## src/rtl/multi_debounce.sv

```systemverilog
// rtl/multi_debounce.sv - multi-channel pushbutton debouncer with shared sample tick; hold detect via DEBOUNCE_HOLD_EN
module multi_debounce #(
    parameter int CH         = 4,
    parameter int DEPTH      = 8,
    parameter int TICK_DIV   = 100000,
    parameter int HOLD_TICKS = 500
) (
    input  logic          clk,
    input  logic          rst,
    input  logic [CH-1:0] button,
    output logic [CH-1:0] level,
    output logic [CH-1:0] press,
    output logic [CH-1:0] release_pulse,
    output logic [CH-1:0] hold,
    output logic          tick
);
    localparam int CNT_W = (TICK_DIV > 1) ? $clog2(TICK_DIV) : 1;
    localparam logic [CNT_W-1:0] CNT_LAST = CNT_W'(TICK_DIV - 1);

    logic [CH-1:0]    sync1;
    logic [CH-1:0]    sync2;
    logic [CNT_W-1:0] cnt;

    always_ff @(posedge clk) begin
        if (rst) begin
            sync1 <= '0;
            sync2 <= '0;
        end else begin
            sync1 <= button;
            sync2 <= sync1;
        end
    end

    // Gated by rst so a reset cycle never counts as a sample, even with TICK_DIV=1.
    assign tick = !rst && (cnt == CNT_LAST);

    always_ff @(posedge clk) begin
        if (rst || tick) begin
            cnt <= '0;
        end else begin
            cnt <= cnt + 1'b1;
        end
    end

    genvar i;
    generate
        for (i = 0; i < CH; i++) begin : g_ch
            logic [DEPTH-1:0] sh;
            logic [DEPTH-1:0] sh_next;
            logic             lvl;
            logic             prs;
            logic             rel;
            logic             rise;
            logic             fall;

            assign sh_next = {sh[DEPTH-2:0], sync2[i]};
            assign rise    = tick && (&sh_next) && !lvl;
            assign fall    = tick && !(|sh_next) && lvl;

            always_ff @(posedge clk) begin
                if (rst) begin
                    sh  <= '0;
                    lvl <= 1'b0;
                    prs <= 1'b0;
                    rel <= 1'b0;
                end else begin
                    if (tick) begin
                        sh <= sh_next;
                    end
                    if (rise) begin
                        lvl <= 1'b1;
                    end else if (fall) begin
                        lvl <= 1'b0;
                    end
                    prs <= rise;
                    rel <= fall;
                end
            end

            assign level[i]         = lvl;
            assign press[i]         = prs;
            assign release_pulse[i] = rel;

`ifdef DEBOUNCE_HOLD_EN
            localparam int HOLD_W = $clog2(HOLD_TICKS + 1);
            localparam logic [HOLD_W-1:0] HOLD_MAX = HOLD_W'(HOLD_TICKS);
            logic [HOLD_W-1:0] hcnt;

            // Saturates at HOLD_MAX; cleared on the falling edge and whenever released.
            always_ff @(posedge clk) begin
                if (rst || fall || !lvl) begin
                    hcnt <= '0;
                end else if (tick && (hcnt != HOLD_MAX)) begin
                    hcnt <= hcnt + 1'b1;
                end
            end

            assign hold[i] = (hcnt == HOLD_MAX);
`else
            assign hold[i] = 1'b0;
`endif
        end
    endgenerate

`ifndef DEBOUNCE_HOLD_EN
    // HOLD_TICKS has no effect without the hold feature; this keeps it referenced.
    if (HOLD_TICKS < 1) begin : g_hold_ticks_unused
    end
`endif

endmodule

```

## config.mk

```make
export PLATFORM = sky130hd
export DESIGN_NAME = multi_debounce
export DESIGN_NICKNAME = d
export VERILOG_FILES = /design/src/rtl/multi_debounce.sv
export SDC_FILE = /design/constraint.sdc
export NUM_CORES = 1
export LEC_CHECK = 0
export BUFFER_PORTS_ARGS = -buffer_cell sky130_fd_sc_hd__buf_4
export CAP_MARGIN = 15
export CORE_AREA = 5 5 77 79
export DETAILED_ROUTE_END_ITERATION = 6
export DIE_AREA = 0 0 82 84
export MAX_ROUTING_LAYER = met4
export PLACE_DENSITY = 0.75
export REMOVE_ABC_BUFFERS = 1
export SLEW_MARGIN = 20
export SYNTH_ARGS = -nofsm -noshare
export SYNTH_HDL_FRONTEND = slang
export SYNTH_SLANG_ARGS = --single-unit
```

## constraint.sdc

```tcl
create_clock -name clk -period 1.7 [get_ports clk]
set_input_delay 0.17 -clock clk [delete_from_list [all_inputs] [get_ports clk]]
set_output_delay 0.17 -clock clk [all_outputs]
set_load 0.02 [all_outputs]
```

* Yosys cells after proc, flatten, opt, wreduce, memory -nomap -nowiden
Cells that the tools add are included.
** Storage, ports and cells
- Register bits :: 65
- Bits of input ports :: 6
- Output and inout port bits :: 17
- Word-level logic and storage cells :: 68
** Cells by class
- Add/subtract/negate cells :: 1
- Equality and inequality tests :: 1
- Multiplexer cells :: 8
- Reductions and logical operators :: 39
** Operator list (number)
- $reduce_and 8->1 :: 4
- $reduce_or 8->1 :: 4
- $add 17x1->17 const B :: 1
- $eq 17x17->1 const B :: 1
- $logic_and 1x1->1 :: 17
- $logic_not 1->1 :: 9
- $mux 1 :: 8
- $reduce_bool 2->1 :: 4
- $logic_or 1x1->1 :: 1

* Depth between registers and ports, before layout
- Word-level depth :: 6
- Gate-level depth with buffers :: 7
- Mapped depth without buffers :: 5

* Worst setup path after synthesis
OpenSTA, ideal clock, no wires.
- Path type :: register -> register
- From :: reg cnt[0]
- To :: reg g_ch[0].lvl
- Setup time :: 79 ps
- Arrival time :: 1768 ps
- Data required time :: 1621 ps
- Slack :: -147 ps
- Cell stages (with the launch flop) :: 6
- Path buffers :: 0
- Period minus slack after synthesis :: 1847 ps
- Path through :: dfxtp_1 -> ha_1 -> and3_1 -> nand4_2 -> or4_4 -> a211oi_2
** Between the ends
- Word-level cells in the longest chain between the ends :: 5
- Elaborated cells on any way between the ends :: 8
** Ends and longest elaborated chain
- start, declared :: RTL line 22 : logic [CNT_W-1:0] cnt;
- start signal, assigned :: RTL line 41 : cnt <= cnt + 1'b1;
- $eq 17x17->1 * :: RTL line 35 : assign tick = !rst && (cnt == CNT_LAST);
- $logic_and 1x1->1 * :: RTL line 35
- $logic_and 1x1->1, on equally long branches (2 in series) :: RTL line 57, 58
- $mux 1 or $reduce_bool 2->1 (tied branches)
- end signal, assigned :: RTL line 63 : lvl <= 1'b0;
- end signal, assigned :: RTL line 71 : lvl <= 1'b1;
- end signal, assigned :: RTL line 73 : lvl <= 1'b0;
- end, declared :: RTL line 50 : logic lvl;
Mark *: on every way between the ends. The rest lies on a longest branch, timed or not.
A chain may end at the register's enable or synchronous reset.

* Worst setup path after layout
Ends and elaborated chain as after synthesis.

==> results.md <==
* Outcome: finished, violations left
* Failing checks: setup timing
* Rows at 27
* Worst VDD drop at 0.591 mV
* P_leak at approximately 1.3 nW
* IO Count at 23
* Largest net degree at the start of global routing at 30
* Hold Slack at 0.0314 ns
* Final Util at 0.626
* Post-route setup TNS at -1.62 ns
* Post-route worst setup slack at -0.115 ns
* Cells on worst reg2reg path at 6
* Initial Utilization at 0.484
* Worst endpoint required time at 1.97 ns
* Hold Path Cell Cnt at 2
* RR Endpoint: g_ch[0].lvl$_SDFFE_PP0P_
* Max clock buf depth at 2
* DR vias/cell at 5.35
* Final wirelength at ~5700 µm
* Worst setup endpoint: g_ch[0].lvl$_SDFFE_PP0P_
* Remaining antenna violation count at 0
* Worst setup path startpoint: cnt[0]$_SDFF_PP0_
* Mapped Cells at about 250
* Antenna diode count at 0
* DRC marker count from the first detailed-route iteration at 105
* Total CTS buffers at 9
* Via Count at 2024
* Cell Area, Synth at 0.00255 mm²
* Most common cell after layout, fill and taps aside: dfxtp_1
* Max FO, Critical Path at 3
* Die Y at 84 µm
* Slew Viols, Final at 0
* Post-DP Area at 0.00284 mm²
* Worst Path Arrival at 2.08 ns
* Wirelength per Cell at 15.1 µm
* Most frequent cells in the layout: 58 x dfxtp_1, 51 x buf_4, 28 x a22o_1
* PD cells at between 800 and 900 mW/mm²
* Yosys warning count at 0
* Avg Inst Size Synth at 10.2 µm²
* Layout cells sized above 1 at 0.343
* Top-area cell type share of the netlist area at 0.511
* Layout Skew at between 0.008 and 0.009 ns
* Clock Latency Late Sink at approximately 0.35 ns
* Setup crit start kind: flop
* Global-route wire length before repair at 8780 µm
* R2r setup slk at -0.11 ns
* Layout area overhead at 29.4%
* CTS sink cnt at 65
* Initial antenna violation count at 0
* Gr usage total at 0.171
* Vias in the first global route at 1950
* Period Utilization, post-route at 1.07
* IO buf count at 18
* RSZ-0062 raised after global routing: true
* Detailed placement HPWL at about 3400 µm
* Clk root buf: clkbuf_8
* Setup crit end kind: flop
* Max frequency at 0.551 GHz
* Nets at 308
* Die ar. at 0.00689 mm²
* Synth area leaders: dfxtp_1 51%, a22o_1 9.6%, buf_4 4.7%, xnor2_1 4.1%, nor2_1 3.7%
* #FFs+latches synth at 65
* Max-cap violations at 0
* CTS tree: built
* Min Tclk post-route at 1.81 ns
* Core ar. at 0.00527 mm²
* DRC at 0
* Final Hold Viols at 0
* Gr ovfl total at 0
* Cts hold-fix bufs at 0
* Yosys top cell by area: dfxtp_1
* Sequential fraction of the synthesis area at 0.511
* Hold Path Class: in2reg
* Chip Width at around 80 µm
* Synth cell types at 38
* GP Congestion at 0.848
* Router iterations before antenna repair at 4
* Post-route cell area at 0.00330 mm²
* Reg-to-reg startpoint: cnt[0]$_SDFF_PP0_
* H-tree levels at 3
* WS Path Type: reg2reg
* Setup violators final at 45
* Clock-pin transition on the worst setup and hold timing paths at ~0.07 ns
==> cell type report <==
cell class | count | area [µm²]
clock buffers | 11 | 141
clock inverters | 5 | 31.3
inverters | 6 | 22.5
multi-input cells | 155 | 1130
well taps | 72 | 90.1
repair buffers | 64 | 566
flip-flops and latches | 65 | 1310
fillers | 425 | 1970
==> power by group <==
part / total [mW] / internal [mW] / switching, mW
Clock: 1.16 / 0.563 / 0.592
Sequential: 1.55 / 1.54 / 0.0103
Combinational: 0.119 / 0.0612 / 0.0575
==> cells in the mapped netlist <==
library cell / number
and4_1: 1
nor2_1: 25
and2_1: 1
nand2b_2: 1
a21oi_1: 3
inv_1: 6
buf_4: 16
or4_4: 2
buf_6: 1
xor2_1: 2
o31ai_1: 2
and4bb_1: 1
nand4_2: 1
nor2b_1: 9
and4b_1: 1
and3_1: 4
xnor2_1: 12
nor4b_4: 1
a211oi_2: 2
clkbuf_1: 2
a22o_1: 28
nor4_2: 1
nand2_1: 7
nand3_1: 6
nand4_1: 12
or3b_1: 1
ha_1: 1
nand4b_1: 4
a21o_1: 1
dfxtp_1: 65
buf_2: 6
nor4_1: 12
conb_1: 1
o21ai_0: 1
mux2i_1: 1
nor3_1: 7
clkbuf_2: 1
nand4bb_1: 1
==> routing by layer <==
metal	track usage	vias to the layer above	part of all wire
li1	-	996	-
met1	0.198	965	0.45
met2	0.259	51	0.49
met3	0.0724	12	0.039
met4	0.0665	0	0.018
met5	-	-	0
==> state kept, by name, indices dropped and copies added (netlist names) <==
signal / count
g_ch.lvl: 4
g_ch.prs: 4
sync2: 4
sync1: 4
g_ch.sh: 28
g_ch.rel: 4
cnt: 17
==> stage by stage <==
| stage | total power, mW | worst slack (ns) | std cells |
|---|---|---|---|
| floorplan | 1.62 | -0.895 | 226 |
| global placement | 1.66 | 0.0170 | 344 |
| detailed placement | 1.66 | -0.0369 | 344 |
| CTS | 2.81 | -0.0831 | 368 |
| global route | 2.93 | -0.183 | 378 |
| finish | 2.82 | -0.115 | 378 |
==> worst min-delay path by stage <==
stage	from	endpoint	slack [ns]
final	button[1]	sync1[1]$_SDFF_PP0_	0.03
after global routing	button[3]	sync1[3]$_SDFF_PP0_	0.02
after CTS	button[3]	sync1[3]$_SDFF_PP0_	0.02
after detailed placement	button[3]	sync1[3]$_SDFF_PP0_	0.39
after global placement	button[3]	sync1[3]$_SDFF_PP0_	0.38
after floorplan	rst	g_ch[0].lvl$_SDFFE_PP0P_	0.23
==> cells by family after synthesis <==
kind of cell | count (synthesis) | synth area share
adders and majority gates | 1 | 0.00491
xor gates and xnor gates | 14 | 0.0481
muxes | 1 | 0.00393
DFF | 65 | 0.511
buffers and inverters | 32 | 0.0771
other | 1 | 0.00147
AOI/OAI and AO/OA | 37 | 0.123
and+or+nand+nor | 98 | 0.231
==> timing repair <==
| item | in CTS | in global routing |
|---|---|---|
| pin swaps | 6 | 10 |
| cloned | 0 | 4 |
| hold endpoints to repair | 0 | 0 |
| resized for setup | 13 | 19 |
| setup buffers | 8 | 6 |
| endpoints found under the setup margin | 3 | 36 |
==> worst max-delay path, stage by stage, from the launching register on <==
cell and delay, ns:
dfxtp_2 0.35, ha_4 0.13, and3_4 0.20, nand4_4 0.12, buf_6 0.15, or4_4 0.54, a211oi_2 0.24
Note: power is estimated with default switching activity, not from simulation.
